==> config.mk <==
export PLATFORM = sky130hd
export DESIGN_NAME = ro_mem_burst_responder
export DESIGN_NICKNAME = d
export VERILOG_FILES = /design/src/rtl/ro_mem_burst_responder.sv
export SDC_FILE = /design/constraint.sdc
export NUM_CORES = 1
export LEC_CHECK = 0
export BUFFER_PORTS_ARGS = -buffer_cell sky130_fd_sc_hd__clkbuf_2
export CORE_MARGIN = 3
export CORE_UTILIZATION = 39
export CTS_BUF_LIST = sky130_fd_sc_hd__clkbuf_2 sky130_fd_sc_hd__clkbuf_4 sky130_fd_sc_hd__clkbuf_8
export DETAILED_ROUTE_END_ITERATION = 7
export GPL_ROUTABILITY_DRIVEN = 0
export HOLD_SLACK_MARGIN = 0.05
export PLACE_DENSITY = 0.83
export SLEW_MARGIN = 20
export SYNTH_ARGS = -nofsm -noshare
export SYNTH_HDL_FRONTEND = slang
export SYNTH_SLANG_ARGS = --single-unit
==> constraint.sdc <==
create_clock -name i_clk -period 1.86 [get_ports i_clk]
set_input_delay 0 -clock i_clk [delete_from_list [all_inputs] [get_ports i_clk]]
set_output_delay 0 -clock i_clk [all_outputs]
set_load 0.02 [all_outputs]
==> src/rtl/ro_mem_burst_responder.sv <==
// Read-only burst responder: accepts a line-fill request, walks the aligned block word by word
// against a fixed-latency synchronous RAM, and returns words base|0 .. base|len in order.
module ro_mem_burst_responder #(
   parameter int RAM_ADDR_W   = 14,
   parameter int READ_LATENCY = 1
) (
   input  logic                  i_clk,
   input  logic                  i_rst,
   input  logic                  i_request,
   input  logic [29:0]           i_addr,
   input  logic [4:0]            i_rlen,
   output logic                  o_ack,
   output logic                  o_rvalid,
   output logic [31:0]           o_rdata,
   output logic                  o_ram_en,
   output logic [RAM_ADDR_W-1:0] o_ram_addr,
   input  logic [31:0]           i_ram_rdata,
   input  logic                  i_ram_ready,
   output logic [1:0]            o_dbg_state
);

   // Handshake: the initiator holds i_request until it sees o_ack for one cycle; o_ack is only
   // raised in IDLE, so a request arriving mid-burst waits. Each accepted request yields exactly
   // len+1 o_rvalid pulses; there is no back-pressure on the returned stream.

   // Internal address width is at least 5 so the burst offset always fits next to the base.
   localparam int AW = (RAM_ADDR_W > 5) ? RAM_ADDR_W : 5;

   typedef enum logic [1:0] {
      S_IDLE  = 2'd0,
      S_ISSUE = 2'd1,
      S_DRAIN = 2'd2
   } state_t;

   state_t                  r_state;
   state_t                  w_state_nxt;
   logic [AW-1:0]           r_base;
   logic [AW-1:0]           w_base_nxt;
   logic [4:0]              r_len;
   logic [4:0]              w_len_nxt;
   logic [4:0]              r_offset;
   logic [4:0]              w_offset_nxt;
   logic [READ_LATENCY-1:0] r_vpipe;
   logic [READ_LATENCY-1:0] w_vpipe_shift;
   logic [AW-1:0]           w_addr_full;
   logic                    w_unused;

   // Bit 0 is the youngest read; bit READ_LATENCY-1 lines up with valid RAM data.
   assign w_vpipe_shift = r_vpipe << 1;

   // OR rather than add: the offset never carries out of the aligned block.
   assign w_addr_full = r_base | AW'(r_offset);

   assign o_ram_addr  = (r_state == S_ISSUE) ? w_addr_full[RAM_ADDR_W-1:0] : '0;
   assign o_rvalid    = r_vpipe[READ_LATENCY-1] & ~i_rst;
   assign o_rdata     = i_ram_rdata;
   assign o_dbg_state = r_state;

   // Upper request address bits alias onto the RAM and are intentionally dropped.
   assign w_unused = ^{i_addr, w_addr_full};

   always_comb begin
      w_state_nxt  = r_state;
      w_base_nxt   = r_base;
      w_len_nxt    = r_len;
      w_offset_nxt = r_offset;
      o_ack        = 1'b0;
      o_ram_en     = 1'b0;
      case (r_state)
         S_IDLE: begin
            o_ack = i_request;
            if (i_request) begin
               w_base_nxt   = i_addr[AW-1:0] & ~AW'(i_rlen);
               w_len_nxt    = i_rlen;
               w_offset_nxt = '0;
               w_state_nxt  = S_ISSUE;
            end
         end
         S_ISSUE: begin
            o_ram_en = i_ram_ready;
            if (i_ram_ready) begin
               if (r_offset == r_len) begin
                  w_state_nxt = S_DRAIN;
               end else begin
                  w_offset_nxt = r_offset + 5'd1;
               end
            end
         end
         S_DRAIN: begin
            // No reads issue here, so the pipe is empty next cycle once only the last stage is set.
            if (w_vpipe_shift == '0) begin
               w_state_nxt = S_IDLE;
            end
         end
         default: begin
            w_state_nxt = S_IDLE;
         end
      endcase
      if (i_rst) begin
         o_ack    = 1'b0;
         o_ram_en = 1'b0;
      end
   end

   always_ff @(posedge i_clk) begin
      if (i_rst) begin
         r_state  <= S_IDLE;
         r_base   <= '0;
         r_len    <= '0;
         r_offset <= '0;
         r_vpipe  <= '0;
      end else begin
         r_state  <= w_state_nxt;
         r_base   <= w_base_nxt;
         r_len    <= w_len_nxt;
         r_offset <= w_offset_nxt;
         r_vpipe  <= w_vpipe_shift | READ_LATENCY'(o_ram_en);
      end
   end

endmodule

==> impl_metrics.csv, run 1 <==
group,metric,value,unit
layout,drive_above_1_share,0.2186,
drt,post_drt_wl_per_cell,13.63,µm
worst_setup_path,path_delay_family,"simple AND/OR/NAND/NOR gates",
floorplan,dieArea,4482,µm²
clocking,cts_tree,"yes",
worst_setup_path,rr_startpoint,"o_dbg_state[0]$_SDFFE_PP0P_",
layout,fin_cells,293,
flow_run,drv_cap,0,
drt,first_iter_violations,51,
worst_setup_path,critPathSlowestCell,"dfxtp_1",
clocking,cts-root-buf,"clkbuf_8",
drt,first_pass_iters,4,
layout,area_growth,42.05,%
worst_setup_path,worstPathCellList,"nand2b_1, nand2b_1, buf_4, nor2_1, clkbuf_2",
synth,synth_edf_count,0,
floorplan,die_x,66.95,µm
synth,yosysTopAreaCell,"dfxtp_1",
timing,tightest_slew,612.9,ps
clocking,cts.sinks,27,
placement,hpwl,2.088,mm
drt,drc,0,
timing,rsz0062_at_grt,"no",
grt,grt_pass1_vias,1424,
layout,finalNetCount,320,
run_status,outcome,"finished, final reports clean",
timing,relSlewSlack,0.5914,
synth,synth_nets,256,
timing,final-setup-viol-count,0,
worst_setup_path,r2r.worst_path.cells,4,
grt,grt_max_degree,31,
timing,drv_slew,0,
floorplan,pin_count,122,
grt,grtUsageTotal,0.1813,
timing,skew,6.909,ps
synth,yosys_warnings,0,
synth,netlist_area,1449,µm²
floorplan,rows,21,
synth,synth.top_cells.by_count,"nand2_1 (38), buf_4 (32), dfxtp_1 (27)",
grt,gr-total-overflow,0,
power_and_ir_drop,p_leak,0.8615,nW
clocking,clockBufferDepth,2,
clocking,cts_resized,0,
clocking,cts_hold_buf,53,
floorplan,coreArea,3468,µm²
power_and_ir_drop,ir_drop,0.4973,mV
clocking,clk-insertion-delay-late,270,ps
synth,ys_ff_latch,27,
clocking,cts_setup_buffers,0,
min_path,hp-class,"in -> reg",
worst_setup_path,crit_required,1860,ps
timing,clock.fmax,613.6,MHz
timing,post-route-min-period,1630,ps
worst_setup_path,r2r-end,"r_offset[3]$_SDFFE_PP0P_",
timing,finalHoldViolations,0,
clocking,cts_buffers,3,
synth,synth_top_cells_by_area,"dfxtp_1 (37%), buf_4 (17%), nand2_1 (9.8%)",
timing,fin_crit_sh,0.8763,
min_path,hold_start,"i_rst",
worst_setup_path,critPathBufInv,2,
min_path,min_path_cells,2,
timing,fin_hold_ws,314.1,ps
clocking,ctsHtreeMaxLevel,1,
synth,yosysMostFrequentCell,"nand2_1",
layout,design_area,2058,µm²
worst_setup_path,cp.arrival,1630,ps
drt,num_vias,1466,
placement,pre_cts_slack,351.8,ps
worst_setup_path,cp_max_fo,10,
power_and_ir_drop,power_density,652.1,nW/µm²
worst_setup_path,crit_top_cell,"nand2b_1",
clocking,path_clk_slew,90,ps
placement,place_area,1479,µm²
synth,yosys.area.top_type_share,0.3731,
worst_setup_path,crit_type,"reg -> out",
floorplan,die_h,66.95,µm
timing,tns,0,ps
synth,yosys.cell_types.count,29,
placement,io_buffers,41,
floorplan,initial_core_util,0.4177,
layout,antenna_cells,0,
synth,synthFlopType,"dfxtp_1",
grt,antenna_found_initial,0,
worst_setup_path,max_stage_delay,360,ps
layout,n_fill_cell,308,
synth,syn_area_per_cell,7.874,µm²
synth,async_flop_share,0,
drt,ant_nets,0,
drt,drt_wl_total,3.994,mm
worst_setup_path,start_kind,"register",
synth,syn_inst,184,
synth,yosysSeqAreaShare,0.3731,
timing,layout_setup_ws,230.1,ps
grt,grt_pass1_wl,6.210,mm
drt,vias_per_cell,5.003,
min_path,whs_endpoint,"r_vpipe$_SDFF_PP0_",
placement,dp.cells,236,
worst_setup_path,cp-end-kind,"output pin",
worst_setup_path,reg2reg_slack,300,ps
[kinds of logic (layout without fill, tap and decap cells)]
group	Yosys count	in the layout	synth area share
compound gates	36	36	0.1468
xor+xnor	5	5	0.03022
fa+ha+maj	1	1	0.008634
buf+inv	41	104	0.1891
flops	27	27	0.3731
simple gates	74	74	0.2522
[placed cells by master, fill, tap and decap left out, types with 2 or more instances in the layout]
cell / count
nor2b_1: 2
dlygate4sd3_1: 53
nand3_1: 6
o21a_1: 5
nand2_1: 38
nor2_1: 3
buf_4: 5
nor2_2: 2
or4_1: 2
nand2b_1: 2
clkbuf_8: 3
clkbuf_2: 41
dfxtp_1: 27
a31oi_1: 2
o21ai_0: 2
nand3b_1: 6
a21oi_1: 21
and2_1: 9
xnor2_1: 5
[how the worst max path moves through the flow]
| stage | startpoint | to | slack, ps | cells after the start |
|---|---|---|---|---|
| after floorplan | o_dbg_state[0]$_SDFFE_PP0P_ | r_offset[3]$_SDFFE_PP0P_ | 360 | 4 |
| after global placement | o_dbg_state[0]$_SDFFE_PP0P_ | r_offset[3]$_SDFFE_PP0P_ | 380 | 4 |
| after detailed placement | o_dbg_state[0]$_SDFFE_PP0P_ | r_offset[4]$_SDFFE_PP0P_ | 350 | 4 |
| after CTS | o_dbg_state[0]$_SDFFE_PP0P_ | o_ack | 250 | 5 |
| after global routing | o_dbg_state[0]$_SDFFE_PP0P_ | o_ack | 60 | 5 |
| final | o_dbg_state[0]$_SDFFE_PP0P_ | o_ack | 230 | 5 |
[routing by layer]
metal,up-vias,part of all wire,track usage
met3,15,0.081,0.03710
met5,-,0,0
li1,706,-,-
met4,0,0.036,0.07848
met2,81,0.53,0.3453
met1,664,0.36,0.1882
[sequential cells by signal (all words and copies together), names as in the netlist]
register,count
o_dbg_state,2
r_base,14
r_len,5
r_offset,5
r_vpipe,1
[area by class of cell]
cell class	instances	area [µm²]	share of cell area
multi-input combinational	116	634.4	0.3082
clock buffer	4	48.80	0.02371
sequential	27	540.5	0.2626
timing repair buffer	99	773.2	0.3757
tap	46	57.56	0.02796
inverter	1	3.754	0.001824
[worst reg2reg max path: cells and delay by family (launching register included)]
family | cells | cell delay, ps
AND/OR/NAND/NOR | 3 | 900
flip-flops | 1 | 410
AO/OA/AOI/OAI | 1 | 160
[power by group]
group / internal (mW) / total (mW) / switching [mW]
logic: 0.162 / 0.367 / 0.205
clock network: 0.168 / 0.347 / 0.179
registers: 0.608 / 0.628 / 0.0195
total: 0.938 / 1.34 / 0.404
[through the flow]
| step | util | total power [mW] |
|---|---|---|
| floorplan | - | 0.8790 |
| global placement | 0.4264 | 0.8588 |
| detailed placement | 0.4264 | 0.8628 |
| CTS | 0.5934 | 1.338 |
| global route | 0.5934 | 1.410 |
| finish | 0.5934 | 1.342 |
Power figures use the tool's default switching activity.
==> inputs of run 2 (changes only) <==
--- a/config.mk
+++ b/config.mk
@@ -7,12 +7,12 @@
 export LEC_CHECK = 0
 export BUFFER_PORTS_ARGS = -buffer_cell sky130_fd_sc_hd__clkbuf_2
 export CORE_MARGIN = 3
-export CORE_UTILIZATION = 39
+export CORE_UTILIZATION = 43
 export CTS_BUF_LIST = sky130_fd_sc_hd__clkbuf_2 sky130_fd_sc_hd__clkbuf_4 sky130_fd_sc_hd__clkbuf_8
 export DETAILED_ROUTE_END_ITERATION = 7
 export GPL_ROUTABILITY_DRIVEN = 0
 export HOLD_SLACK_MARGIN = 0.05
-export PLACE_DENSITY = 0.83
+export PLACE_DENSITY = 0.91
 export SLEW_MARGIN = 20
 export SYNTH_ARGS = -nofsm -noshare
 export SYNTH_HDL_FRONTEND = slang
==> constraint.sdc (replaced) <==
create_clock -name i_clk -period 2 [get_ports i_clk]
set_input_delay 0 -clock i_clk [delete_from_list [all_inputs] [get_ports i_clk]]
set_output_delay 0 -clock i_clk [all_outputs]
set_load 0.02 [all_outputs]
==> run 2 against run 1 <==
  * Clock power fell by 31%
  * Wire length fell by 0.15%
  * Worst hold slack got worse by 76 ps
  * Sequential share of layout area rose by 0.50 points
  * Clock-buffer cell count fell by 1
  * Combinational power fell by 8.4%
  * Die area fell by 8.5%
  * Register-to-register slack improved by 120 ps
  * Global-route usage rose by 1.8 points
  * Worst setup slack improved by 130 ps
  * Critical path type unchanged
==> impl_metrics.csv, run 2 (synthesis gave the netlist of run 1 again) <==
group,metric,value,unit
timing,finalHoldViolations,0,
layout,finalNetCount,318,
clocking,cts-root-buf,"clkbuf_4",
timing,skew,6.559,ps
floorplan,coreArea,3128,µm²
run_status,outcome,"finished, final reports clean",
grt,antenna_found_initial,0,
drt,ant_nets,0,
floorplan,pin_count,122,
timing,fin_crit_sh,0.8220,
layout,mostFrequentLayoutCell,"dlygate4sd3_1",
grt,gr-total-overflow,0,
worst_setup_path,cp_max_fo,21,
flow_run,drv_cap,0,
drt,num_vias,1447,
drt,post_drt_wl_per_cell,13.80,µm
worst_setup_path,cp-end-kind,"output pin",
worst_setup_path,worstPathCellList,"nand2b_1, nand2b_1, buf_4, nor2_1, clkbuf_2",
timing,final-setup-viol-count,0,
worst_setup_path,crit_type,"reg -> out",
layout,post-route-util,0.6456,
layout,reg_top3,"r_base (14), r_len (5), r_offset (5)",
worst_setup_path,cp.arrival,1640,ps
layout,final_cell_mix,"dlygate4sd3_1 (53), clkbuf_2 (41), nand2_1 (38), dfxtp_1 (27), a21oi_1 (21)",
layout,drive_above_1_share,0.2122,
timing,tns,0,ps
floorplan,dieArea,4102,µm²
worst_setup_path,start_kind,"register",
clocking,path_clk_slew,140,ps
timing,rsz0062_at_grt,"no",
grt,grtUsageTotal,0.1993,
power_and_ir_drop,ir_drop,0.4487,mV
clocking,cts_setup_buffers,0,
placement,io_buffers,41,
worst_setup_path,crit_required,2000,ps
timing,post-route-min-period,1644,ps
clocking,clk-insertion-delay-late,330,ps
timing,clock.fmax,608.3,MHz
clocking,ctsHtreeMaxLevel,1,
grt,grt_pass1_wl,6.361,mm
clocking,cts_buffers,3,
drt,drc,0,
layout,antenna_cells,0,
worst_setup_path,path_delay_family,"simple AND/OR/NAND/NOR gates",
layout,area_growth,39.38,%
floorplan,initial_core_util,0.4632,
grt,grt_pass1_vias,1392,
power_and_ir_drop,p_leak,0.8435,nW
clocking,cts_tree,"yes",
worst_setup_path,critPathBufInv,2,
drt,first_iter_violations,54,
floorplan,rows,20,
worst_setup_path,critPathSlowestCell,"dfxtp_1",
clocking,clockBufferDepth,2,
worst_setup_path,max_stage_delay,430,ps
timing,relSlewSlack,0.5982,
power_and_ir_drop,power_density,574.0,nW/µm²
clocking,cts.sinks,27,
layout,regMostFlops,"r_base",
placement,hpwl,1.950,mm
timing,drv_slew,0,
layout,largest_reg_flops,14,
timing,tightest_slew,602.7,ps
floorplan,die_x,64.05,µm
drt,vias_per_cell,5.007,
drt,first_pass_iters,4,
grt,grt_max_degree,31,
drt,drt_wl_total,3.988,mm
floorplan,die_h,64.05,µm
min_path,hp-class,"in -> reg",
worst_setup_path,crit_top_cell,"nand2b_1",
==> run 2: worst paths after layout <==
| check | start | end | slack [ps] | cells after the start |
|---|---|---|---|---|
| setup / recovery | o_dbg_state[0]$_SDFFE_PP0P_ | o_ack | 360 | 5 |
| hold / removal | i_rst | r_vpipe$_SDFF_PP0_ | 240 | 2 |
| setup reg to reg | o_dbg_state[0]$_SDFFE_PP0P_ | r_offset[4]$_SDFFE_PP0P_ | 420 | 4 |
| hold reg to reg | r_base[5]$_SDFFE_PP0N_ | r_base[5]$_SDFFE_PP0N_ | 460 | 2 |
==> run 2: cell type report <==
class                      instances  area, µm²
inverter                           1      3.754
fill                             260       1109
clock buffer                       3      22.52
sequential                        27      540.5
tap                               44      55.05
clock inverter                     1      5.005
timing repair buffer              97      758.2
multi-input combinational        116      634.4
==> run 2: metrics by stage <==
stage / total power [mW] / std cells / setup slack [ps] / hold WS [ps] / area [µm²]
6_report: 1.159 / 289 / 356.1 / 238.0 / 2019
3_3_place_gp: 0.7904 / 232 / 515.0 / 0.1367 / 1461
2_1_floorplan: 0.8174 / 184 / 496.4 / 84.78 / 1449
5_1_grt: 1.219 / 289 / 267.6 / 263.4 / 2019
3_5_place_dp: 0.7958 / 232 / 457.3 / 0.1367 / 1461
4_1_cts: 1.166 / 289 / 382.8 / 225.8 / 2019
==> run 2: per-layer routing <==
| layer | track usage | up-vias | share of wire | routed length, µm |
|---|---|---|---|---|
| met2 | 0.3806 | 81 | 0.56 | 2219 |
| met4 | 0.09434 | 0 | 0.026 | 105 |
| li1 | - | 706 | - | - |
| met5 | 0 | - | 0 | 0 |
| met3 | 0.03163 | 10 | 0.067 | 269 |
| met1 | 0.2080 | 650 | 0.35 | 1394 |
==> run 2: power by group <==
part	internal (mW)	switching [mW]	leakage [nW]	total, mW
Combinational	0.146	0.190	0.605	0.336
Sequential	0.566	0.0177	0.221	0.584
Clock	0.0752	0.163	0.0177	0.239
==> run 2: timing repair <==
action	in CTS	in global routing
hold buffers	53	0
endpoints found under the hold margin	53	0
setup endpoints to repair	0	0
gates resized for setup	0	0
